File: config.mk
export PLATFORM = sky130hd
export DESIGN_NAME = encoder_8to3
export DESIGN_NICKNAME = d
export VERILOG_FILES = /design/src/rtl/encoder_pkg.sv /design/src/rtl/encoder_8to3_core.sv /design/src/rtl/encoder_8to3.sv
export SDC_FILE = /design/constraint.sdc
export NUM_CORES = 1
export LEC_CHECK = 0
export BUFFER_PORTS_ARGS = -buffer_cell sky130_fd_sc_hd__buf_4
export CORE_AREA = 2 2 39 41
export CTS_BUF_LIST = sky130_fd_sc_hd__clkbuf_8
export DETAILED_ROUTE_END_ITERATION = 6
export DIE_AREA = 0 0 41 43
export PLACE_DENSITY = 0.41
export SKIP_LAST_GASP = 1
export SYNTH_ARGS = -nofsm -noshare
export SYNTH_HDL_FRONTEND = slang
export SYNTH_SLANG_ARGS = --single-unit
File: constraint.sdc
create_clock -name clk -period 0.85 [get_ports clk]
set_input_delay 0.085 -clock clk [delete_from_list [all_inputs] [get_ports clk]]
set_output_delay 0.085 -clock clk [all_outputs]
set_load 0.1 [all_outputs]
File: src/rtl/encoder_pkg.sv
// Shared widths and types for the registered 8-to-3 encoder.
// Also hosts a small popcount helper used by the one-hot checker.
package encoder_pkg;

    localparam int ENC_IN_W  = 8;
    localparam int ENC_OUT_W = 3;

    typedef logic [ENC_IN_W-1:0]  enc_in_t;
    typedef logic [ENC_OUT_W-1:0] enc_idx_t;

    // Number of set bits in a request vector (0..8)
    function automatic logic [3:0] enc_popcnt(input enc_in_t v);
        logic [3:0] cnt;
        cnt = '0;
        for (int i = 0; i < ENC_IN_W; i++) begin
            cnt = cnt + {3'b000, v[i]};
        end
        return cnt;
    endfunction

endpackage

File: src/rtl/encoder_8to3_core.sv
// Combinational priority encoder: highest set bit wins, bit 7 first.
// One-hot checker compiled in only with ENCODER_8TO3_ONEHOT_CHECK_EN.
module encoder_8to3_core
    import encoder_pkg::*;
(
    input  logic [7:0] i_in,
    output logic [2:0] o_idx,
    output logic       o_any,
    output logic       o_onehot_err
);

    enc_idx_t w_idx;

    // Ascending scan so the highest set bit overwrites lower ones
    always_comb begin
        w_idx = '0;
        for (int i = 0; i < ENC_IN_W; i++) begin
            if (i_in[i]) begin
                w_idx = ENC_OUT_W'(i);
            end
        end
    end

    assign o_idx = w_idx;
    assign o_any = |i_in;

`ifdef ENCODER_8TO3_ONEHOT_CHECK_EN
    assign o_onehot_err = (enc_popcnt(i_in) != 4'd1);
`else
    assign o_onehot_err = 1'b0;
`endif

endmodule

File: src/rtl/encoder_8to3.sv
// Registered 8-to-3 encoder with sample enable and synchronous reset.
// err is live only with ENCODER_8TO3_ONEHOT_CHECK_EN, else constant 0.
module encoder_8to3
    import encoder_pkg::*;
(
    input  logic       clk,
    input  logic       rst,
    input  logic       en,
    input  logic [7:0] in,
    output logic [2:0] out,
    output logic       valid,
    output logic       err
);

    enc_idx_t w_idx;
    logic     w_any;
    logic     w_onehot_err;

    enc_idx_t r_out;
    logic     r_valid;

    encoder_8to3_core u_core (
        .i_in         (in),
        .o_idx        (w_idx),
        .o_any        (w_any),
        .o_onehot_err (w_onehot_err)
    );

    // Capture index and valid on enabled edges; reset wins over enable
    always_ff @(posedge clk) begin
        if (rst) begin
            r_out   <= '0;
            r_valid <= 1'b0;
        end else if (en) begin
            r_out   <= w_idx;
            r_valid <= w_any;
        end
    end

    assign out   = r_out;
    assign valid = r_valid;

`ifdef ENCODER_8TO3_ONEHOT_CHECK_EN
    logic r_err;

    // Capture the one-hot violation alongside the index
    always_ff @(posedge clk) begin
        if (rst) begin
            r_err <= 1'b0;
        end else if (en) begin
            r_err <= w_onehot_err;
        end
    end

    assign err = r_err;
`else
    // Core drives a constant 0 here, so no register is built
    assign err = w_onehot_err;
`endif

endmodule

# Yosys cells after proc, flatten, opt, wreduce, memory -nomap -nowiden
# Cells that the tools add are included.
[classes]
muxes = 7
n_reduce_logical = 1
[ops]
columns = ["operator", "count"]
rows = [
  ["3-bit 2-to-1 mux", 4],
  ["8-bit OR reduction", 1],
  ["2-bit 2-to-1 mux", 2],
  ["1-bit 2-to-1 mux", 1],
]
[totals]
reg_bits = 4
inputBits = 11
out_inout_bits = 5
elab_cells = 10

# Longest topological paths before layout
# Gate-level depths: netlist of run 1.
[logic_depth]
word_depth = 7
ltp_mapped = 3
depth_no_buf = 3

# Modules after synthesis
# A second synthesis of run 1 with hierarchy kept.
[unflattened]
cells_unflattened = 27
hier_area_um2 = 217.7
[by_module_without_submodules]
columns = ["mod", "instances", "cells_per_inst", "area_each_um2", "seq_area_each_um2"]
rows = [
  ["encoder_8to3", 1, 13, 140.1, 80.1],
  ["encoder_8to3_core", 1, 14, 77.6, 0.0],
]

# Worst setup path before layout of run 1
# OpenSTA, ideal clock, no wires.
[synth_timing]
path_type = "flip-flop to flip-flop"
start = "reg, netlist name out[0]"
end = "reg r_out[0], in the netlist out[0]"
setup_ps = 91
t_arrival_ps = 1233
t_required_ps = 759
path_slack_ps = -474
path_stages_with_launch = 3
path_buffers = 0
period_less_slack_ps = 1324
path_cell_list = "dfxtp_1 nor2_1 a311oi_1"
[synth_lines]
columns = ["item", "line_no", "text"]
rows = [
  ["to (signal assigned)", "encoder_8to3.sv:35", "r_out <= w_idx;"],
  ["to (decl)", "encoder_8to3.sv:19", "enc_idx_t r_out;"],
]

# Final worst setup path of run 1
[layout_timing]
start = "reg r_out[1], in the netlist out[1]"
end = "out out[1]"
[layout_lines]
columns = ["item", "line_no", "text"]
rows = [
  ["to (decl)", "encoder_8to3.sv:10", "output logic [2:0] out,"],
]
# No word-level cell between the ends.

==> key figures, run 1 <==
CTS
  – Reg clk slew, reported paths: 0.03 ns
  – Clock root buffer: clkbuf_8
  – Htree depth: 1
  – Postcts setup bufs: 0
  – TritonCTS buffer count: 3
  – Clock Tree Buf Depth: 2
  – CTS tree: done
  – Worst-Skew Late Latency: 0.21 ns
  – # clock sinks: 4

Detailed routing
  – Vias: 237
  – Drt total wl: 506 µm
  – ANT nets after route: 0
  – 1st-pass router iterations: 2
  – Drc violations: 0
  – Via-per-instance ratio: 4.16
  – Starting DRT DRC Count: 2
  – DR WL/cell: 8.88 µm

Worst setup path
  – Cells on worst reg2reg path: 2
  – Slowest stage delay, CP: 0.34 ns
  – Buffers and inverters on the worst path: 1
  – RR Startpoint: out[0]
  – Worst setup EP type: output port
  – Reg-to-reg critical path endpoint: out[0]
  – Crit path DAT: 0.75 ns
  – Reg2reg setup slack: 0.16 ns
  – Critical Path Fanout Max: 2
  – Slowest CP cell: dfxtp_4
  – Worst path required time: 0.76 ns
  – WS Path Type: reg2out
  – Cell Chain, Critical Path: buf_8
  – Startpoint types: flip-flop
  – CP delay by family, top: flip-flops

Timing
  – RSZ-0062 raised after global routing: false
  – Tmin final: 0.831 ns
  – Final setup vio count: 0
  – Worst Skew: 0 ns
  – Final Max Tran Viols: 0
  – Final Hold Vio Count: 0
  – Final WS setup: 0.0186 ns
  – Period utilization: 97.8%
  – FMAX: 1.20 GHz

Layout
  – Layout Cells excl Fill: 57
  – Commonest cells after routing, fill and taps aside: buf_4 (11), nor2_1 (7), dfxtp_4 (4), buf_8 (4)
  – N_diodes: 0
  – Fraction of layout cells with a size suffix above 1: 53.7%
  – Area delta synth->final: 106%
  – Post-layout nets: 54
  – Commonest non-fill, non-tap cell in the layout: buf_4

Floorplanning
  – Chip height: 43 µm
  – Core Region: 1380 µm²
  – Die Width: 41 µm
  – Site Rows: 14
  – Initial Utilization: 14.2%
  – Full die area: 1760 µm²
  – I/O pins: 16

Worst hold path
  – Min-Delay Endpoint: out[0]
  – Hold crit path type: in2reg
  – Worst Hold Depth: 2
  – Hold path start: rst

Placement
  – GP Congestion: 0.724
  – Placed cell count: 54
  – Dpl ws: -0.128 ns
  – # port buffers: 14

Synthesis
  – Mapped cell area: 196 µm²
  – Unique masters post-synth: 12
  – Synthesized Nets: 36
  – Yosys Warn Count: 0
  – #FFs+latches synth: 4
  – Mean Syn Cell Area: 7.86 µm²
  – Synthesized instance count: 25
  – Seq/Total Area, Yosys: 40.8%

Global routing
  – Vias in the first global route: 223
  – Largest net degree at the start of global routing: 9
  – Grt ovf: 0
  – Global-route wire length before repair: 814 µm
  – Gr usage total: 7.32%
  – Initial antenna violation count: 0

Power
  – Pleak: 0.177 nW
  – Pwr per Cell Area: 2110 nW/µm²
  – Maximum vdd drop: 0.000505 V
  – Tot Pwr: 0.851 mW

Outcome
  – Status: complete, no violations

Run
  – MaxCap Viol Count: 0
-- per-stage QoR --
stage	area [µm²]	hold slack (ns)	util [%]	TNS (ns)
finish	404	0.0571	29.2	0
global placement	333	0.270	24.1	-0.177
global route	404	0.0564	29.2	0
floorplan	211	0.147	-	-0.0336
CTS	400	0.0525	28.9	-0.00814
detailed placement	333	0.275	24.1	-0.219
-- cell families (layout without fill, tap and decap cells) --
group | after synthesis | after routing | synth area share (%)
compound gates | 6 | 6 | 24.8
flops | 4 | 4 | 40.8
buf+inv | 4 | 20 | 9.56
other cells | 1 | 1 | 1.91
simple gates | 10 | 10 | 22.9
-- per-layer routing --
| layer | up-vias | global-route usage [%] | part of all wire [%] |
|---|---|---|---|
| li1 | 121 | - | - |
| met1 | 102 | 8.01 | 40 |
| met2 | 14 | 9.38 | 48 |
| met3 | 0 | 3.14 | 11 |
| met4 | 0 | 8.00 | 0 |
| met5 | - | 0 | 0 |
-- sequential cells by signal (all words and copies together) (netlist names) --
register / flops
out: 3
valid: 1
-- area by class of cell --
class                   instances  area, µm²
fillers                       143        980
repair buffers                 15        143
multi-input cells              17       97.6
flip-flops and latches          4       95.1
clock buffers                   3       41.3
well taps                      16       20.0
inverters                       2       7.51
-- Yosys cell counts (all sizes together) --
| library cell | instances | area share, % |
|---|---|---|
| nor4 | 2 | 6.4 |
| dfxtp | 4 | 41 |
| a211oi | 1 | 3.8 |
| conb | 1 | 1.9 |
| o21ai | 1 | 2.5 |
| nand2b | 1 | 3.2 |
| buf | 1 | 3.8 |
| inv | 2 | 3.8 |
| nor2 | 7 | 13 |
| a311oi | 3 | 13 |
| a221o | 1 | 5.1 |
| clkbuf | 1 | 1.9 |
-- worst max path at each step --
| stage | from | to | slack [ns] | depth (start not counted) |
|---|---|---|---|---|
| after global routing | out[0] | out[0] | 0.003 | 1 |
| after detailed placement | in[2] | out[0] | -0.13 | 4 |
| after global placement | in[2] | out[0] | -0.11 | 4 |
| after CTS | out[1] | out[1] | -0.008 | 1 |
| after floorplan | out[0] | out[0] | -0.03 | 2 |
| final | out[1] | out[1] | 0.02 | 1 |
-- report_power, final --
part,internal [mW],switching (mW)
sequential,0.202,0.0121
combinational,0.0863,0.161
clock,0.301,0.0886
-- repair_timing --
action | in CTS | in global routing
setup endpoints to repair | 4 | 1
endpoints found under the hold margin | 0 | 0
gates resized for setup | 7 | 1
hold buffers | 0 | 0
No activity file was read; power rests on OpenSTA's default activity.
==> inputs of run 2 (changes only) <==
--- a/config.mk
+++ b/config.mk
@@ -6,10 +6,10 @@
 export NUM_CORES = 1
 export LEC_CHECK = 0
 export BUFFER_PORTS_ARGS = -buffer_cell sky130_fd_sc_hd__buf_4
-export CORE_AREA = 2 2 39 41
+export CORE_AREA = 4 4 41 43
 export CTS_BUF_LIST = sky130_fd_sc_hd__clkbuf_8
 export DETAILED_ROUTE_END_ITERATION = 6
-export DIE_AREA = 0 0 41 43
+export DIE_AREA = 0 0 45 47
 export PLACE_DENSITY = 0.41
 export SKIP_LAST_GASP = 1
 export SYNTH_ARGS = -nofsm -noshare
==> run 2 against run 1 <==
  * Total power rose by 2.0%
  * Die area grew 20%
  * Final cell count did not move
  * Sequential cell count unchanged
  * Critical path depth stayed put
  * Core utilization rose by 3.1 points
  * Worst hold slack lost 0.0047 ns
  * Register-to-register slack got worse by 0.03 ns
  * Critical endpoint is now out[0]
  * Largest cell class unchanged
==> key figures, run 2 (synthesis gave the netlist of run 1 again) <==
Detailed routing
  – 1st-pass router iterations: 1 (was 2)
  – Met3 WL: 61 µm (was 57 µm)
  – WL met2: 289 µm (was 245 µm)
  – Via-per-instance ratio: 4.09 (was 4.16)
  – Starting DRT DRC Count: 0 (was 2)
  – Vias: 233 (was 237)
  – Max Used Layer: met3 (unchanged)
  – Wl on met1: 217 µm (was 203 µm)
  – Drt total wl: 568 µm (was 506 µm)
  – Drc violations: 0 (unchanged)
  – DR WL/cell: 9.96 µm (was 8.88 µm)
  – ANT nets after route: 0 (unchanged)

Power
  – Pleak: 0.185 nW (was 0.177 nW)
  – Cell Int Power: 0.600 mW (was 0.589 mW)
  – Switching share of power: 30.9% (was 30.8%)
  – Clk pwr share: 45.3% (was 45.8%)
  – Maximum vdd drop: 0.000590 V (was 0.000505 V)
  – Seq pwr share: 24.7% (was 25.1%)
  – Switching power total: 0.268 mW (was 0.262 mW)
  – Pwr per Cell Area: 2060 nW/µm² (was 2110 nW/µm²)
  – Comb pwr share: 30.0% (was 29.1%)

Layout
  – Max reg flops: 3 (unchanged)
  – Commonest non-fill, non-tap cell in the layout: buf_4 (unchanged)
  – Area delta synth->final: 114% (was 106%)
  – Post-layout nets: 55 (was 54)
  – Commonest cells after routing, fill and taps aside: buf_4 (12), nor2_1 (7), dfxtp_4 (4) (was buf_4 (11), nor2_1 (7), dfxtp_4 (4), buf_8 (4))
  – Cell area after layout: 420 µm² (was 404 µm²)
  – N_diodes: 0 (unchanged)
  – Fraction of layout cells with a size suffix above 1: 54.8% (was 53.7%)
  – Util after Layout: 32.3% (was 29.2%)

Timing
  – RSZ-0062 raised after global routing: false (unchanged)
  – Final setup vio count: 0 (unchanged)
  – WHS: 0.0524 ns (was 0.0571 ns)
  – Final Hold Vio Count: 0 (unchanged)
  – Tmin final: 0.831 ns (about the same)
  – Period utilization: 97.7% (was 97.8%)
  – Worst Skew: 0 ns (unchanged)
  – Final WS setup: 0.0195 ns (was 0.0186 ns)
  – Final Max Tran Viols: 0 (unchanged)
  – FMAX: 1.20 GHz (about the same)

CTS
  – TritonCTS buffer count: 3 (unchanged)
  – Worst-Skew Late Latency: 0.21 ns (about the same)
  – Reg clk slew, reported paths: 0.03 ns (about the same)
  – Clock root buffer: clkbuf_8 (unchanged)
  – Postcts setup bufs: 0 (unchanged)
  – CTS tree: done (unchanged)
  – Post_cts resized: 8 (was 7)
  – Clock Tree Buf Depth: 2 (unchanged)
  – Htree depth: 1 (unchanged)
  – # clock sinks: 4 (unchanged)
  – CTS Hold Bufs: 0 (unchanged)

Placement
  – # port buffers: 14 (unchanged)
  – GP Congestion: 0.719 (was 0.724)
  – Dpl ws: -0.122 ns (was -0.128 ns)
  – DP Area: 339 µm² (was 333 µm²)

Worst setup path
  – Worst path required time: 0.76 ns (about the same)
  – WS Path Type: reg2out (unchanged)
  – Worst setup EP type: output port (unchanged)
  – Cell Chain, Critical Path: buf_8 (unchanged)
  – RR Startpoint: valid (was out[0])
  – Slowest stage delay, CP: 0.34 ns (about the same)
  – CP delay by family, top: flip-flops (unchanged)
  – Cells on worst reg2reg path: 2 (unchanged)
  – Buffers and inverters on the worst path: 1 (unchanged)
  – Slowest CP cell: dfxtp_4 (unchanged)
  – Startpoint types: flip-flop (unchanged)
  – Critical Path Fanout Max: 2 (unchanged)
  – Crit path DAT: 0.75 ns (about the same)
  – Reg-to-reg critical path endpoint: valid (was out[0])
  – Reg2reg setup slack: 0.13 ns (was 0.16 ns)

Worst hold path
  – Hold crit path type: in2reg (unchanged)
  – Min-Delay Endpoint: out[0] (unchanged)
  – Worst Hold Depth: 2 (unchanged)
  – Hold path start: rst (unchanged)

Outcome
  – Status: complete, no violations (unchanged)

Run
  – MaxCap Viol Count: 0 (unchanged)

Global routing
  – Initial antenna violation count: 0 (unchanged)
  – Vias in the first global route: 230 (was 223)
  – Grt ovf: 0 (unchanged)
  – Gr usage total: 6.71% (was 7.32%)
  – Largest net degree at the start of global routing: 9 (unchanged)
  – Global-route wire length before repair: 903 µm (was 814 µm)

Floorplanning
  – Core Region: 1300 µm² (was 1380 µm²)
  – I/O pins: 16 (unchanged)
  – Chip height: 47 µm (was 43 µm)
  – Die Width: 45 µm (was 41 µm)
  – Site Rows: 13 (was 14)
  – Initial Utilization: 15.1% (was 14.2%)
  – Full die area: 2120 µm² (was 1760 µm²)
## run 2: area by class of cell
type	instances	area (µm²)
multi-input cells	17	97.6
repair buffers	16	160
well taps	15	18.8
fillers	159	881
inverters	2	7.51
clock buffers	3	41.3
flip-flops and latches	4	95.1
## run 2: metrics by stage
step / TNS, ns / power, mW / cells
final: 0 / 0.868 / 57
after global routing: 0 / 0.913 / 57
after CTS: 0 / 0.874 / 57
after detailed placement: -0.231 / 0.444 / 54
after global placement: -0.171 / 0.442 / 54
after floorplan: -0.0336 / 0.369 / 25
## run 2: how the worst max path moves through the flow
stage	startpoint	cells past startpoint	to	slack (ns)
finish	out[0]	1	out[0]	0.02
global route	out[0]	1	out[0]	0.001
CTS	out[1]	1	out[1]	0.009
detailed placement	in[2]	4	out[0]	-0.12
global placement	in[2]	4	out[0]	-0.10
floorplan	out[0]	2	out[0]	-0.03
## run 2: metal layers
layer	vias to the layer above	track usage (%)
met5	-	0
met2	11	9.32
li1	123	-
met3	0	2.68
met4	0	10.5
met1	99	6.12
## run 2: power groups by stage
stage,Sequential (mW),Combinational (mW),Clock (mW)
CTS,0.214,0.253,0.407
global route,0.216,0.270,0.427
floorplan,0.316,0.0534,0
finish,0.215,0.260,0.393
global placement,0.210,0.231,0
detailed placement,0.211,0.234,0
